`src/rtl/button_pkg.sv`:
```
// Shared constants and helpers for the push-button front end.
package button_pkg;

  localparam int unsigned BTN_IDX_LEFT            = 0;
  localparam int unsigned BTN_IDX_CENTRE          = 1;
  localparam int unsigned BTN_IDX_RIGHT           = 2;
  localparam int unsigned NUM_BTNS                = 3;
  localparam int unsigned DEBOUNCE_CYCLES_DEFAULT = 1_000_000;

  typedef logic [NUM_BTNS-1:0] btn_vec_t;

  // A rise survives only if it is the sole rise this edge and no other button was already down.
  function automatic btn_vec_t chord_filter(input btn_vec_t rise, input btn_vec_t level_prev);
    btn_vec_t busy;
    btn_vec_t others;
    btn_vec_t keep;
    busy = rise | level_prev;
    keep = '0;
    for (int b = 0; b < int'(NUM_BTNS); b++) begin
      others    = busy;
      others[b] = 1'b0;
      keep[b]   = rise[b] & ~(|others);
    end
    return keep;
  endfunction

endpackage

```
`src/rtl/button_debouncer.sv`:
```
// One button: 2-flop synchroniser, stability counter and debounced level register.
module button_debouncer
  import button_pkg::*;
#(
  parameter int unsigned DEBOUNCE_CYCLES = DEBOUNCE_CYCLES_DEFAULT
) (
  input  logic clk_i,
  input  logic rst_i,
  input  logic raw_i,
  output logic level_o,
  output logic rise_o
);

  localparam int unsigned CntW    = $clog2(DEBOUNCE_CYCLES + 1);
  localparam logic [CntW-1:0] CntLast = CntW'(DEBOUNCE_CYCLES - 1);

  logic            sync1_q, sync1_d;
  logic            sync2_q, sync2_d;
  logic [CntW-1:0] cnt_q, cnt_d;
  logic            level_q, level_d;

  // Next state: count while the synchronised input disagrees with level; any agreement clears.
  always_comb begin
    sync1_d = raw_i;
    sync2_d = sync1_q;
    cnt_d   = '0;
    level_d = level_q;
    if (sync2_q != level_q) begin
      if (cnt_q == CntLast) begin
        level_d = ~level_q;
        cnt_d   = '0;
      end else begin
        cnt_d = cnt_q + 1'b1;
      end
    end
  end

  // State registers with synchronous reset.
  always_ff @(posedge clk_i) begin
    if (rst_i) begin
      sync1_q <= 1'b0;
      sync2_q <= 1'b0;
      cnt_q   <= '0;
      level_q <= 1'b0;
    end else begin
      sync1_q <= sync1_d;
      sync2_q <= sync2_d;
      cnt_q   <= cnt_d;
      level_q <= level_d;
    end
  end

  assign level_o = level_q;
  // Combinational so the top can register the pulse on the same edge level rises.
  assign rise_o  = level_d & ~level_q;

endmodule

```
`src/rtl/button_pulse_conditioner.sv`:
```
// Debounces the three maze buttons and emits chord-filtered one-cycle press pulses.
module button_pulse_conditioner
  import button_pkg::*;
#(
  // Must be >= 2.
  parameter int unsigned DEBOUNCE_CYCLES = DEBOUNCE_CYCLES_DEFAULT
) (
  input  logic       CLK,
  input  logic       RESET,
  input  logic       BTN_LEFT_RAW,
  input  logic       BTN_CENTRE_RAW,
  input  logic       BTN_RIGHT_RAW,
  output logic       BTN_LEFT,
  output logic       BTN_CENTRE,
  output logic       BTN_RIGHT,
  output logic [2:0] BTN_LEVEL
);

  btn_vec_t raw_vec;
  btn_vec_t level_vec;
  btn_vec_t rise_vec;
  btn_vec_t pulse_q, pulse_d;

  assign raw_vec[BTN_IDX_LEFT]   = BTN_LEFT_RAW;
  assign raw_vec[BTN_IDX_CENTRE] = BTN_CENTRE_RAW;
  assign raw_vec[BTN_IDX_RIGHT]  = BTN_RIGHT_RAW;

  for (genvar b = 0; b < int'(NUM_BTNS); b++) begin : g_btn
    button_debouncer #(
      .DEBOUNCE_CYCLES(DEBOUNCE_CYCLES)
    ) u_debouncer (
      .clk_i  (CLK),
      .rst_i  (RESET),
      .raw_i  (raw_vec[b]),
      .level_o(level_vec[b]),
      .rise_o (rise_vec[b])
    );
  end

  // Chord rejection uses levels before this edge, so a held button blocks the others.
  always_comb begin
    pulse_d = chord_filter(rise_vec, level_vec);
  end

  // Registered pulse outputs.
  always_ff @(posedge CLK) begin
    if (RESET) begin
      pulse_q <= '0;
    end else begin
      pulse_q <= pulse_d;
    end
  end

  assign BTN_LEFT   = pulse_q[BTN_IDX_LEFT];
  assign BTN_CENTRE = pulse_q[BTN_IDX_CENTRE];
  assign BTN_RIGHT  = pulse_q[BTN_IDX_RIGHT];
  assign BTN_LEVEL  = level_vec;

endmodule

```
`config.mk`:
```
export PLATFORM = sky130hd
export DESIGN_NAME = button_pulse_conditioner
export DESIGN_NICKNAME = d
export VERILOG_FILES = /design/src/rtl/button_pkg.sv /design/src/rtl/button_debouncer.sv /design/src/rtl/button_pulse_conditioner.sv
export SDC_FILE = /design/constraint.sdc
export NUM_CORES = 1
export LEC_CHECK = 0
export BUFFER_PORTS_ARGS = -buffer_cell sky130_fd_sc_hd__buf_2
export CORE_MARGIN = 4
export CORE_UTILIZATION = 40
export DETAILED_ROUTE_END_ITERATION = 16
export PLACE_DENSITY = 0.64
export SYNTH_ARGS = -nofsm -noshare
export SYNTH_HDL_FRONTEND = slang
export SYNTH_SLANG_ARGS = --single-unit
```
`constraint.sdc`:
```
create_clock -name CLK -period 6.5 [get_ports CLK]
set_clock_uncertainty 0.1 [all_clocks]
set_input_delay 0.975 -clock CLK [delete_from_list [all_inputs] [get_ports CLK]]
set_output_delay 0.975 -clock CLK [all_outputs]
set_load 0.01 [all_outputs]
```
==> metrics.md <==
| Metric | Value |
|---|---|
| Status | `complete, no violations` |
| Final worst-path cycle share | `37.2%` |
| Routed Antenna Nets | `0` |
| Final setup fails | `0` |
| Post-CTS setup buffers | `0` |
| HP Start | `g_btn[1].u_debouncer.sync1_q` |
| Die footprint | `0.00933 sq mm` |
| Reg power frac | `52.2%` |
| CTS H-Tree Depth | `3` |
| CTS tree | `built` |
| Final Wtd Congestion | `0.814` |
| Grt total ovfl | `0` |
| Synthesized area per cell | `8.80 sq um` |
| Yosys reg bits | `72` |
| Switch share | `20.7%` |
| Layout Nets | `374` |
| Power per cell area | `243 mW/mm^2` |
| Worst EP required | `6.64 ns` |
| Slowest Stage Delay on Critical Path | `0.58 ns` |
| Dpl hpwl | `3920 um` |
| CP Capture Type | `register` |
| Post-synth net total | `365` |
| Total negative slack | `0 ns` |
| Slowest CP cell | `o21ai_1` |
| Count of pins over their slew limit | `0` |
| Crit path launch | `g_btn[2].u_debouncer.cnt_q[6]` |
| Mapped Area | `0.00314 sq mm` |
| Hold_buf cts | `0` |
| Largest fanout on the critical path | `11` |
| Clock Tree Root | `clkbuf_8` |
| Fillers | `775` |
| Actual slew at the worst max-slew pin | `0.694 ns` |
| TritonCTS Buffers | `9` |
| Crit path DAT | `2.55 ns` |
| FF/Latch Area | `0.00144 sq mm` |
| Crit Path Class | `reg -> reg` |
| DIE HEIGHT | `96.6 um` |
| Top Ports | `11` |
| Pint | `0.674 mW` |
| Post-cts resize count | `0` |
| Global-route wire length before repair | `9850 um` |
| First-pass iteration count of the detailed router | `4` |
| Worst-path clk slew | `0.08 ns` |
| Final Util | `45.5%` |
| Register area share after synthesis | `45.9%` |
| VDD IR-drop max | `0.123 mV` |
| Vias per Instance | `5.10` |
| Share of cells above drive strength 1 | `10.2%` |
| Initial Utilization | `40.9%` |
| Logic pwr share | `1.2%` |
| Reg2reg start | `g_btn[2].u_debouncer.cnt_q[6]` |
| P_sw | `0.176 mW` |
| Slew HR | `53.4%` |
| Core Box Area | `0.00769 sq mm` |
| Via count | `2,411` |
| GR Util All Layers | `12.5%` |
| Initial DRC Count | `55` |
| Die width | `96.6 um` |
| Clock Latency Late Sink | `0.34 ns` |
| Post-layout min period | `2.42 ns` |
| P&R area growth vs syn | `11.5%` |
| Synth warn | `0` |
| RSZ-0062 raised after global routing | `false` |
| Sink Count | `72` |
| Bufs on Longest Clock Path | `2` |
| # port buffers | `10` |
| Post-Route WL | `5610 um` |
| Crit-path cells | `or3b_2, or4_4, o21ai_1, buf_4, nor2_1` |
| Antenna violations before repair | `0` |
| DRC Markers | `0` |
| FP Rows | `32` |
| Final hold violations | `0` |
| Area occupied by multi-input gates | `0.00161 sq mm` |
| Antenna Cells | `0` |
| Worst hold-check path type | `reg -> reg` |
| Pin count of the biggest net entering global routing | `21` |
| Max-cap violation count | `0` |
| Fmax | `414 MHz` |
| Static Leak | `1.12 nW` |
| Routed length per placed instance | `11.9 um` |
| Post-Synthesis Cells | `357` |
| Startpoint class of the critical path | `register` |
| Vias in the first global route | `2,221` |
| Clock share of power | `46.6%` |
| Netlist cell types | `34` |
==> cells in the final DEF (no fill, tap or decap), drive strengths merged, types with 2 or more instances in the layout <==
cell type	count
xnor2	9
nor3	2
a21oi	19
nand4	17
and2	5
nand2	25
inv	6
and4	9
nor2	46
xor2	31
ha	3
or4	9
nand3	21
nor4	4
clkbuf	10
clkinvlp	2
or2	2
and3	7
or3	12
a211oi	2
dfxtp	72
clkinv	2
nor4b	5
buf	13
o21ai	19
o31ai	6
nor2b	7
bufinv	2
==> worst paths after layout <==
kind	cells past startpoint	slack, ns	to
worst max-delay path	5	4.08	g_btn[2].u_debouncer.cnt_q[2]
worst min-delay path	1	0.34	g_btn[1].u_debouncer.sync2_q
worst max register to register	5	4.08	g_btn[2].u_debouncer.cnt_q[2]
worst min register to register	1	0.34	g_btn[1].u_debouncer.sync2_q
==> flip-flops by register name, indices dropped and copies added, names as in the netlist <==
signal / flops
g_btn.u_debouncer.sync2_q: 3
g_btn.u_debouncer.cnt_q: 60
g_btn.u_debouncer.level_o: 3
pulse_q: 3
g_btn.u_debouncer.sync1_q: 3
==> logic make-up (layout without fill, tap and decap cells) <==
family          count (synthesis)  in the layout  share of synthesized area [%]
flops                          72             72                           45.9
simple gates                  174            174                           30.6
fa+ha+maj                       3              3                           1.20
compound gates                 47             47                           8.25
xor+xnor                       40             40                           11.2
buf+inv                        21             35                           2.95
==> area by class of cell <==
cell class	count	share of cell area [%]
inverters	6	0.643
repair buffers	13	2.07
clock buffers	10	3.93
multi-input cells	264	45.9
well taps	102	3.65
clock inverters	6	2.64
flip-flops and latches	72	41.2
==> synth_stat cells, drive strengths merged <==
| library cell | number | share of area, % |
|---|---|---|
| or3 | 12 | 2.4 |
| nor2b | 7 | 1.4 |
| nor2 | 46 | 5.5 |
| ha | 3 | 1.2 |
| and2 | 5 | 1.0 |
| nand2 | 25 | 3.0 |
| buf | 5 | 1.0 |
| clkbuf | 10 | 1.2 |
| nand3b | 1 | 0.24 |
| nor3 | 2 | 0.32 |
| or4 | 9 | 2.5 |
| inv | 6 | 0.72 |
| a211oi | 2 | 0.48 |
| nor4b | 5 | 1.4 |
| nand3 | 21 | 3.5 |
| and4 | 9 | 2.5 |
| and4b | 1 | 0.32 |
| or3b | 1 | 0.28 |
| xnor2 | 9 | 2.5 |
| or2 | 2 | 0.40 |
| nand4 | 17 | 3.4 |
| o21ai | 19 | 3.0 |
| o31ai | 6 | 1.4 |
| dfxtp | 72 | 46 |
| nor4 | 4 | 1.0 |
| and3 | 7 | 1.4 |
| a21oi | 19 | 3.0 |
| xor2 | 31 | 8.6 |
| o32ai | 1 | 0.28 |
==> routing by layer <==
layer	vias to the layer above	routed length, um	track usage (%)
li1	1281	-	-
met1	1105	2840	16.4
met2	16	2540	19.3
met3	9	123	2.88
met4	0	106	5.83
met5	-	0	0
==> worst max-delay path, delay by kind of cell (launching register included) <==
kind | cells | cell delay, ns
AOI/OAI and AO/OA | 1 | 0.58
buffers and inverters | 1 | 0.30
DFF | 1 | 0.35
and+or+nand+nor | 3 | 0.98
==> stage by stage <==
stage / hold WS (ns) / setup slack [ns] / cell area [sq um] / power (mW) / cells
2_1_floorplan: 0.314 / 4.43 / 3140 / 0.461 / 357
3_3_place_gp: 0.322 / 4.10 / 3270 / 0.464 / 457
3_5_place_dp: 0.320 / 4.09 / 3270 / 0.464 / 457
4_1_cts: 0.339 / 4.06 / 3500 / 0.863 / 473
5_1_grt: 0.356 / 3.89 / 3500 / 0.885 / 473
6_report: 0.338 / 4.08 / 3500 / 0.851 / 473
==> power groups by stage <==
stage / combinational [mW] / sequential, mW / clock (mW)
2_1_floorplan: 0.00663 / 0.454 / 0
3_3_place_gp: 0.00976 / 0.455 / 0
3_5_place_dp: 0.00993 / 0.455 / 0
4_1_cts: 0.00999 / 0.444 / 0.409
5_1_grt: 0.0113 / 0.444 / 0.430
6_report: 0.00987 / 0.444 / 0.397
(Power assumes the default switching activity.)
